`src/rtl/ps2_pkg.sv`:
```
// Shared types and constants for the PS/2 receive/transmit paths.
package ps2_pkg;
  localparam logic [7:0] PS2_EXT_CODE = 8'hE0;
  localparam logic [7:0] PS2_BRK_CODE = 8'hF0;
  localparam int         PS2_ENTRY_W  = 10;

  typedef enum logic [1:0] {
    ST_IDLE,
    ST_DATA,
    ST_PARITY,
    ST_STOP
  } ps2_rx_state_t;

  typedef struct packed {
    logic       ext;
    logic       brk;
    logic [7:0] code;
  } ps2_event_t;

  // A PS/2 frame is valid when data plus parity hold an odd number of ones.
  function automatic logic parity_is_odd(input logic [8:0] bits);
    return ^bits;
  endfunction
endpackage

```
`src/rtl/ps2_sync_fifo.sv`:
```
// First-word-fall-through synchronous FIFO with occupancy count.
module ps2_sync_fifo #(
  parameter int WIDTH = 10,
  parameter int DEPTH = 8
) (
  input  logic                     clk,
  input  logic                     rst_n,
  input  logic                     wr_en,
  input  logic [WIDTH-1:0]         wr_data,
  input  logic                     rd_en,
  output logic [WIDTH-1:0]         rd_data,
  output logic [$clog2(DEPTH):0]   count,
  output logic                     full,
  output logic                     empty
);
  localparam int AW = $clog2(DEPTH);
  localparam int CW = AW + 1;

  logic [WIDTH-1:0] mem [DEPTH];
  logic [AW-1:0]    wr_ptr;
  logic [AW-1:0]    rd_ptr;
  logic             do_wr;
  logic             do_rd;

  assign empty = (count == '0);
  assign full  = (count == CW'(DEPTH));
  assign do_rd = rd_en && !empty;
  // A pop in the same cycle frees the slot, so a full FIFO still accepts the write.
  assign do_wr = wr_en && (!full || do_rd);

  always_ff @(posedge clk) begin
    if (do_wr) mem[wr_ptr] <= wr_data;
  end

  always_ff @(posedge clk or negedge rst_n) begin
    if (!rst_n) begin
      wr_ptr <= '0;
      rd_ptr <= '0;
      count  <= '0;
    end else begin
      if (do_wr) wr_ptr <= wr_ptr + 1'b1;
      if (do_rd) rd_ptr <= rd_ptr + 1'b1;
      case ({do_wr, do_rd})
        2'b10:   count <= count + 1'b1;
        2'b01:   count <= count - 1'b1;
        default: count <= count;
      endcase
    end
  end

  assign rd_data = empty ? '0 : mem[rd_ptr];
endmodule

```
`src/rtl/ps2_rx_fifo_controller.sv`:
```
// PS/2 receiver: glitch filter, frame checking, watchdog, E0/F0 decoding and
// an event FIFO popped by the keyboard SFR interface.
module ps2_rx_fifo_controller
  import ps2_pkg::*;
#(
  parameter int FILTER_LEN     = 4,
  parameter int FIFO_DEPTH     = 8,
  parameter int TIMEOUT_CYCLES = 5000,
  parameter bit STRIP_PREFIX   = 1'b1
) (
  input  logic                          i_clk,
  input  logic                          i_rst_n,
  input  logic                          i_clk_ps2,
  input  logic                          i_data_ps2,
  input  logic                          i_rx_en_ps2,
  input  logic                          i_rd_en,
  input  logic                          i_clr_err,
  output logic [7:0]                    o_byte_code,
  output logic                          o_break,
  output logic                          o_extended,
  output logic                          o_valid,
  output logic [$clog2(FIFO_DEPTH):0]   o_fifo_count,
  output logic                          o_overflow,
  output logic                          o_frame_err,
  output logic                          o_idle
);
  localparam int FCW = $clog2(FILTER_LEN);
  localparam int WDW = $clog2(TIMEOUT_CYCLES + 1);

  logic clk_s1, clk_s2, data_s1, data_s2;
  logic filt_clk, filt_prev, filt_flip, fall;
  logic [FCW-1:0] filt_cnt;
  ps2_rx_state_t state, state_nxt;
  logic [7:0] shift_reg;
  logic [2:0] bit_cnt;
  logic par_err;
  logic [WDW-1:0] wd_cnt;
  logic timeout;
  logic shift_en, par_load, bad_start, byte_done, frame_bad, err_set;
  logic ext_pend, brk_pend, push, ovf_set;
  ps2_event_t push_entry, head;
  logic [PS2_ENTRY_W-1:0] head_raw;
  logic fifo_full, fifo_empty;

  always_ff @(posedge i_clk or negedge i_rst_n) begin
    if (!i_rst_n) begin
      {clk_s1, clk_s2, data_s1, data_s2} <= 4'b1111;
    end else begin
      clk_s1  <= i_clk_ps2;
      clk_s2  <= clk_s1;
      data_s1 <= i_data_ps2;
      data_s2 <= data_s1;
    end
  end

  // The filtered level flips on the FILTER_LEN-th consecutive differing sample.
  assign filt_flip = (clk_s2 != filt_clk) && (filt_cnt == FCW'(FILTER_LEN - 1));
  assign fall      = filt_prev && !filt_clk;

  always_ff @(posedge i_clk or negedge i_rst_n) begin
    if (!i_rst_n) begin
      filt_clk  <= 1'b1;
      filt_prev <= 1'b1;
      filt_cnt  <= '0;
    end else begin
      filt_prev <= filt_clk;
      if (clk_s2 == filt_clk) begin
        filt_cnt <= '0;
      end else if (filt_flip) begin
        filt_clk <= clk_s2;
        filt_cnt <= '0;
      end else begin
        filt_cnt <= filt_cnt + 1'b1;
      end
    end
  end

  always_ff @(posedge i_clk or negedge i_rst_n) begin
    if (!i_rst_n) state <= ST_IDLE;
    else          state <= state_nxt;
  end

  always_comb begin
    state_nxt = state;
    if (!i_rx_en_ps2 || timeout) begin
      state_nxt = ST_IDLE;
    end else if (fall) begin
      unique case (state)
        ST_IDLE:   if (!data_s2) state_nxt = ST_DATA;
        ST_DATA:   if (bit_cnt == 3'd7) state_nxt = ST_PARITY;
        ST_PARITY: state_nxt = ST_STOP;
        ST_STOP:   state_nxt = ST_IDLE;
        default:   state_nxt = ST_IDLE;
      endcase
    end
  end

  always_comb begin
    shift_en  = 1'b0;
    par_load  = 1'b0;
    bad_start = 1'b0;
    byte_done = 1'b0;
    frame_bad = 1'b0;
    if (i_rx_en_ps2 && fall) begin
      unique case (state)
        ST_IDLE:   bad_start = data_s2;
        ST_DATA:   shift_en  = 1'b1;
        ST_PARITY: par_load  = 1'b1;
        ST_STOP: begin
          byte_done = data_s2 && !par_err;
          frame_bad = !(data_s2 && !par_err);
        end
        default: ;
      endcase
    end
  end

  always_ff @(posedge i_clk or negedge i_rst_n) begin
    if (!i_rst_n) begin
      shift_reg <= '0;
      bit_cnt   <= '0;
      par_err   <= 1'b0;
    end else begin
      if (state == ST_IDLE) bit_cnt <= '0;
      else if (shift_en)    bit_cnt <= bit_cnt + 1'b1;
      if (shift_en) shift_reg <= {data_s2, shift_reg[7:1]};
      if (par_load) par_err   <= !parity_is_odd({shift_reg, data_s2});
    end
  end

  // Watchdog restarts on every filtered falling edge while a frame is open.
  assign timeout = i_rx_en_ps2 && (state != ST_IDLE) && !fall &&
                   (wd_cnt == WDW'(TIMEOUT_CYCLES - 1));

  always_ff @(posedge i_clk or negedge i_rst_n) begin
    if (!i_rst_n)                        wd_cnt <= '0;
    else if (state == ST_IDLE || fall)   wd_cnt <= '0;
    else                                 wd_cnt <= wd_cnt + 1'b1;
  end

  assign err_set = bad_start || frame_bad || timeout;

  always_comb begin
    push            = 1'b0;
    push_entry.ext  = ext_pend;
    push_entry.brk  = brk_pend;
    push_entry.code = shift_reg;
    if (byte_done) begin
      if (!STRIP_PREFIX) begin
        push           = 1'b1;
        push_entry.ext = 1'b0;
        push_entry.brk = 1'b0;
      end else if (shift_reg != PS2_EXT_CODE && shift_reg != PS2_BRK_CODE) begin
        push = 1'b1;
      end
    end
  end

  always_ff @(posedge i_clk or negedge i_rst_n) begin
    if (!i_rst_n) begin
      ext_pend <= 1'b0;
      brk_pend <= 1'b0;
    end else if (err_set) begin
      ext_pend <= 1'b0;
      brk_pend <= 1'b0;
    end else if (byte_done && STRIP_PREFIX) begin
      if (shift_reg == PS2_EXT_CODE)      ext_pend <= 1'b1;
      else if (shift_reg == PS2_BRK_CODE) brk_pend <= 1'b1;
      else begin
        ext_pend <= 1'b0;
        brk_pend <= 1'b0;
      end
    end
  end

  ps2_sync_fifo #(
    .WIDTH (PS2_ENTRY_W),
    .DEPTH (FIFO_DEPTH)
  ) u_fifo (
    .clk     (i_clk),
    .rst_n   (i_rst_n),
    .wr_en   (push),
    .wr_data (push_entry),
    .rd_en   (i_rd_en),
    .rd_data (head_raw),
    .count   (o_fifo_count),
    .full    (fifo_full),
    .empty   (fifo_empty)
  );

  // A full FIFO only loses the entry when nothing is popped in the same cycle.
  assign ovf_set = push && fifo_full && !i_rd_en;

  always_ff @(posedge i_clk or negedge i_rst_n) begin
    if (!i_rst_n) begin
      o_overflow  <= 1'b0;
      o_frame_err <= 1'b0;
    end else begin
      if (ovf_set)        o_overflow  <= 1'b1;
      else if (i_clr_err) o_overflow  <= 1'b0;
      if (err_set)        o_frame_err <= 1'b1;
      else if (i_clr_err) o_frame_err <= 1'b0;
    end
  end

  assign head        = ps2_event_t'(head_raw);
  assign o_byte_code = head.code;
  assign o_break     = head.brk;
  assign o_extended  = head.ext;
  assign o_valid     = !fifo_empty;
  assign o_idle      = (state == ST_IDLE);
endmodule

```
`config.mk`:
```
export PLATFORM = sky130hd
export DESIGN_NAME = ps2_rx_fifo_controller
export DESIGN_NICKNAME = d
export VERILOG_FILES = /design/src/rtl/ps2_pkg.sv /design/src/rtl/ps2_sync_fifo.sv /design/src/rtl/ps2_rx_fifo_controller.sv
export SDC_FILE = /design/constraint.sdc
export NUM_CORES = 1
export LEC_CHECK = 0
export BUFFER_PORTS_ARGS = -buffer_cell sky130_fd_sc_hd__buf_4
export CAP_MARGIN = 15
export CORE_MARGIN = 5
export CORE_UTILIZATION = 55
export CTS_CLUSTER_SIZE = 16
export DETAILED_ROUTE_END_ITERATION = 16
export HOLD_SLACK_MARGIN = 0.1
export PLACE_DENSITY = 0.75
export SETUP_SLACK_MARGIN = 0.02
export SLEW_MARGIN = 20
export SYNTH_ARGS = -nofsm -noshare
export SYNTH_HDL_FRONTEND = slang
export SYNTH_SLANG_ARGS = --single-unit
export TNS_END_PERCENT = 100
```
`constraint.sdc`:
```
create_clock -name i_clk -period 2.45 [get_ports i_clk]
set_input_delay 0.245 -clock i_clk [delete_from_list [all_inputs] [get_ports i_clk]]
set_output_delay 0.245 -clock i_clk [all_outputs]
set_load 0.02 [all_outputs]
```
; ---- After elaboration in Yosys (flattened, before gate mapping)
; Memory sizes are Yosys's and may differ from the RTL's.
; Index checks and enable logic that the tools add are counted.
[op_classes]
eq_ne = 19
addsub = 7
reduce_logical = 40
mux = 37
n_bitwise = 1
[ops]
columns = op, n
row1 = $mux W1, 25
row2 = $eq A8 B8 Y1 const B, 2
row3 = $ne A8 B8 Y1 const B, 2
row4 = $reduce_bool A2 Y1, 7
row5 = $add A13 B1 Y13 const B, 1
row6 = $eq A13 B13 Y1 const B, 1
row7 = $mux W13, 1
row8 = $logic_and A1 B1 Y1, 12
row9 = $mux W2, 6
row10 = $mux W10, 1
row11 = $add A3 B1 Y3 const B, 3
row12 = $logic_not A1 Y1, 9
row13 = $reduce_xor A9 Y1, 1
row14 = $eq A2 B2 Y1 const B, 4
row15 = $pmux W2 S4, 1
row16 = $pmux W4 S2, 1
row17 = $mux W3, 2
row18 = $ne A3 B3 Y1 const B, 2
row19 = $reduce_and A2 Y1, 3
row20 = $logic_or A1 B1 Y1, 5
row21 = $add A4 B1 Y4 const B, 1
row22 = $eq A2 B1 Y1 const B, 2
row23 = $eq A4 B4 Y1 const B, 1
row24 = $logic_not A4 Y1, 1
row25 = 10 further kinds, 10
[totals]
register_bits = 49
out_inout_bits = 18
input_bits = 7
word_cells = 124
n_memories = 1
ram_bits = 80
[mem_list]
columns = memory, words, width, rd, rd_clocked_by_memory_dff, wr, line_no
row1 = u_fifo.mem, 8, 10, 1, 0, 1, ps2_sync_fifo.sv:19  ; logic [WIDTH-1:0] mem [DEPTH];

; ---- Logic depth before layout (Yosys ltp)
[depth]
ltp_word = 9
ltp_mapped = 10
mapped_depth_nobuf = 10

; ---- Hierarchy
; From an unflattened synthesis, not the netlist that was laid out.
[hier_totals]
hier_cells = 353
hier_area_um2 = 5517.8
[by_module_without_submodules]
columns = module, cells_each, n_inst, seq_area_each_um2, area_per_inst_um2
row1 = ps2_sync_fifo, 196, 1, 2652.5, 3694.8
row2 = ps2_rx_fifo_controller, 157, 1, 983.4, 1823.0

; ---- Worst setup path after synthesis
; Ideal clock, no wire load.
[synth_timing]
kind = reg-to-reg
start = register u_fifo.count[0]
end = register u_fifo.count[3]
setup_time_ps = 94
n_path_buf = 0
required_ps = 2356
setup_slack_ps = -44
period_less_slack_ps = 2494
arrival_ps = 2400
stages_incl_launch_ff = 11
cell_sequence = dfrtp_1 > nor4_1 > inv_1 > and2_1 > nand2_1 > inv_1 > ha_1 > a21o_1 > a21oi_1 > and4b_1 > a211oi_1
[synth_via]
elab_chain_len = 7
elab_cells_between_ends = 13
cone_classes = add/sub (2) / eq/ne (3) / mux (1) / reduce/logical (7)
[synth_lines]
columns = item, line_no
row1 = "start, declared", ps2_sync_fifo.sv:12  ; output logic [$clog2(DEPTH):0] count,
row2 = "start signal, assigned", ps2_sync_fifo.sv:44  ; 2'b10: count <= count + 1'b1;
row3 = "start signal, assigned", ps2_sync_fifo.sv:45  ; 2'b01: count <= count - 1'b1;
row4 = "start signal, assigned", ps2_sync_fifo.sv:46  ; default: count <= count;
row5 = $logic_not A4 Y1 (*), ps2_sync_fifo.sv:25  ; assign empty = (count == '0);
row6 = $logic_not A1 Y1 (*), --
row7 = named net o_valid, ps2_rx_fifo_controller.sv:21  ; output logic o_valid,
row8 = $logic_and A1 B1 Y1 (*), ps2_sync_fifo.sv:27  ; assign do_rd = rd_en && !empty;
row9 = $logic_or A1 B1 Y1, ps2_sync_fifo.sv:29  ; assign do_wr = wr_en && (!full || do_rd);
row10 = $logic_and A1 B1 Y1, ps2_sync_fifo.sv:29
row11 = $eq A2 B1 Y1 or $eq A2 B2 Y1 (tied branches), ps2_sync_fifo.sv:43  ; case ({do_wr, do_rd})
row12 = $pmux W4 S2 or $reduce_bool A2 Y1 (tied branches), --
; The timed path passes the listed nets; every way through them passes the cells marked *.
; A chain may end at the register's enable or synchronous reset.

; ---- Worst setup path after layout
[layout_timing]
start = register shift_reg[1]
end = register u_fifo.count[3]
[layout_via]
elab_chain_len = 7
elab_cells_between_ends = 10
cone_classes = eq/ne (4) / mux (3) / reduce/logical (3)
[layout_lines]
columns = item, line_no
row1 = "start, declared", ps2_rx_fifo_controller.sv:34  ; logic [7:0] shift_reg;
row2 = "start signal, assigned", ps2_rx_fifo_controller.sv:126  ; if (shift_en) shift_reg <= {data_s2, shift_reg[7:1]};
row3 = $ne A8 B8 Y1, ps2_rx_fifo_controller.sv:153  ; end else if (shift_reg != PS2_EXT_CODE && shift_reg != PS2_BRK_CODE) begin
row4 = $logic_and A1 B1 Y1 (*), ps2_rx_fifo_controller.sv:153
row5 = $mux W1 (*), ps2_rx_fifo_controller.sv:153
row6 = $mux W1 (*), ps2_rx_fifo_controller.sv:148  ; if (byte_done) begin
row7 = $logic_and A1 B1 Y1 (*), ps2_sync_fifo.sv:29
row8 = $eq A2 B1 Y1 or $eq A2 B2 Y1 (tied branches), ps2_sync_fifo.sv:43
row9 = $pmux W4 S2 or $reduce_bool A2 Y1 (tied branches), --
; Mark *: on every way between the ends. The rest lies on a longest branch, timed or not.

==> metrics.md <==
| Metric | Value |
|---|---|
| Leak | roughly 2.6 nW |
| Total track usage | a little under a fifth |
| Worst-skew pair later-pin latency | 500 ps |
| Final setup vio count | 0 |
| Reg2reg setup slack | between 100 and 150 ps |
| CP Max Fanout | 4 |
| Critical path endpoint category | register |
| Final Hold Violating Endpoints | 0 |
| Post-synthesis mux area share | 13.2% |
| Ys async rst share | 38.0% |
| Post-synthesis compound-gate area fraction | around 3.0% |
| Crit start category | register |
| Synth Area in Simple Gates | 8.36% |
| Ys Warns | 0 |
| Worst slew pin tran | slightly below 700 ps |
| CTS buffer count | 17 |
| Dominant synthesized flop cell | edfxtp_1 |
| FF+latch count, synth | 129 |
| Number of synthesized flops with an enable pin | 80 |
| Final worst-path cycle share | between 90% and 100% |
| Power Density | 1040 mW/mm^2 |
| Post-Synth XOR/XNOR Area | ~4% |
| Post-Place Setup Slack | approximately 83 ps |
| Overflow after GRT | 0 |
| Worst reg2reg startpoint | shift_reg[1] |
| Worst hold path type | in2async |
| Unique masters post-synth | 46 |
| Syn avg cell area | 15.6 um^2 |
| Clock skew | 8.82 ps |
| VDD IR max | 506 uV |
| Iter 0 DRT Violations | about 160 |
| Antenna cells | 0 |
| Most common cell after layout, fill and taps aside | edfxtp_1 |
| Initial antenna violation count | 0 |
| First-pass GRT wire length | 16500 um |
| Post-Synth Adder-Cell Area | 3.11% |
| Post-route ant nets | 0 |
| DRT Pass-1 Iters | 5 |
| Total of max-cap violations | 0 |
| Worst r2r dst | u_fifo.count[3] |
| Post-CTS setup buffer count | 0 |
| Final wirelength | just under 10000 um |
| Power Total | between 6 and 7 mW |
| Nets@finish | between 400 and 500 |
| Clk root buf | clkbuf_8 |
| TritonCTS Sinks | roughly 130 |
| Avg Vias per Cell | between 5 and 6 |
| Main combinational cell family by area after synthesis | multiplexers |
| Die Y | around 110 um |
| Die ar. | between 0.01 and 0.015 mm^2 |
| Placed cells | roughly 520 |
| Vias | roughly 3100 |
| DP HPWL | around 6400 um |
| Worst-path clk slew | about 60 ps |
| RSZ-0062 raised after global routing | false |
| Hold WS | 289 ps |
| Post-synthesis cell count | 350 |
| Area added between synthesis and finish | 21.8% |
| FMAX | 0.430 GHz |
| Total core area | between 0.009 and 0.01 mm^2 |
| WL per Instance | roughly 18 um |
| Min setup slack post-route | approximately 130 ps |
| Number of global-route vias before repair | about 3300 |
| Placer Congestion | approximately 0.8 |
| Max reg flops | 80 |
| Most frequent cells in the layout | edfxtp_1, buf_4, dfrtp_1 |
| Fraction of layout cells with a size suffix above 1 | 27.7% |
| Htree depth | 4 |
| Status | finished clean |
| Cell Rows | 36 |
| Tmin final | roughly 2300 ps |
| Worst path required time | ~2900 ps |
| Part of the Yosys area used for sequential elements | roughly 67% |
| Max_slew headroom | between 50 and 60% |
| Max clock buf depth | 2 |
| WP data arrival | 2740 ps |
| Fin cells | 559 |
| Worst-case reg-to-reg path depth | 9 |
| Cell Area, Synth | ~0.0055 mm^2 |
| Final Slew Violations | 0 |
| I/O pins | 25 |
| Crit Path Category | reg2reg |
| Largest net degree at the start of global routing | 50 |
| DR DRC count | 0 |
| Setup_tns | 0 ps |
| Die W | ~110 um |
| CTS tree | yes |
| Port Buffers | 24 |
| Initial core utilization | between 50% and 60% |
| Synthesized Nets | 370 |
worst max path at each step:
stage	slack (ps)	start	to	cells past startpoint
2_1_floorplan	30	u_fifo.count[0]	u_fifo.count[3]	10
3_3_place_gp	150	shift_reg[1]	u_fifo.count[3]	9
3_5_place_dp	80	u_fifo.count[2]	u_fifo.count[3]	10
4_1_cts	70	u_fifo.count[2]	u_fifo.count[3]	10
5_1_grt	20	shift_reg[1]	u_fifo.count[3]	9
6_report	130	shift_reg[1]	u_fifo.count[3]	9
worst max-delay path, cell delays in order, from the launching register on:
cell	delay [ps]
dfrtp_1	370
or3_1	390
o211ai_1	290
nand2_1	140
inv_1	100
ha_1	230
a21o_1	190
a21oi_2	190
and4b_1	230
a211oi_2	130
synthesized netlist by cell type, drive strengths merged (4+ instances only):
library cell  number  area, um^2
clkbuf             6        22.5
nor3               8        40.0
edfxtp            80        2400
mux2i             14         153
nor2              28         105
mux2              10         116
a31oi              4        25.0
or3                4        25.0
ha                12         150
inv               13        48.8
nor4               5        31.3
dfrtp             43        1080
xnor2             19         166
nand3             10        50.1
mux4              20         450
o21ai              5        25.0
dfstp              6         158
a21oi              8        40.0
buf                5        31.3
nand2             17        63.8
per-stage QoR:
| step | area [um^2] | util [%] |
|---|---|---|
| final | 6650 | 68.4 |
| after detailed placement | 5960 | 61.3 |
| after CTS | 6640 | 68.2 |
| after floorplan | 5470 | - |
| after global routing | 6650 | 68.4 |
| after global placement | 5960 | 61.3 |
cells by family (layout without fill, tap and decap cells):
kind of cell,Yosys count,in the layout
flops,129,129
simple gates,91,91
xor+xnor,23,23
mux,44,44
buf+inv,24,100
fa+ha+maj,13,13
compound gates,26,26
power by group:
| group | switching, mW | internal [mW] | leakage (nW) |
|---|---|---|---|
| combinational | 0.854 | 0.842 | 0.925 |
| clock | 0.847 | 1.73 | 0.302 |
| sequential | 0.159 | 2.46 | 1.41 |
| total | 1.86 | 5.03 | 2.63 |
final cells by class:
| class | instances | area [um^2] |
|---|---|---|
| multi-input combinational | 197 | 1750 |
| sequential | 129 | 3640 |
| fill | 672 | 3080 |
| clock inverter | 14 | 194 |
| inverter | 13 | 48.8 |
| tap | 133 | 166 |
| timing repair buffer | 55 | 440 |
| clock buffer | 18 | 418 |
metal layers:
layer | global-route usage [%] | part of all wire [%] | vias to the layer above
met2 | 32.0 | 54 | 56
met5 | 0 | 0 | -
met3 | 4.58 | 3.7 | 13
met1 | 23.1 | 41 | 1584
met4 | 6.95 | 1.5 | 0
li1 | - | - | 1445
repair_timing:
action                                  in CTS  in global routing
endpoints found under the setup margin       0                  1
resized for setup                            0                  3
hold buffers                                 6                  0
endpoints found under the hold margin       52                  0
No activity file was read; power rests on OpenSTA's default activity.
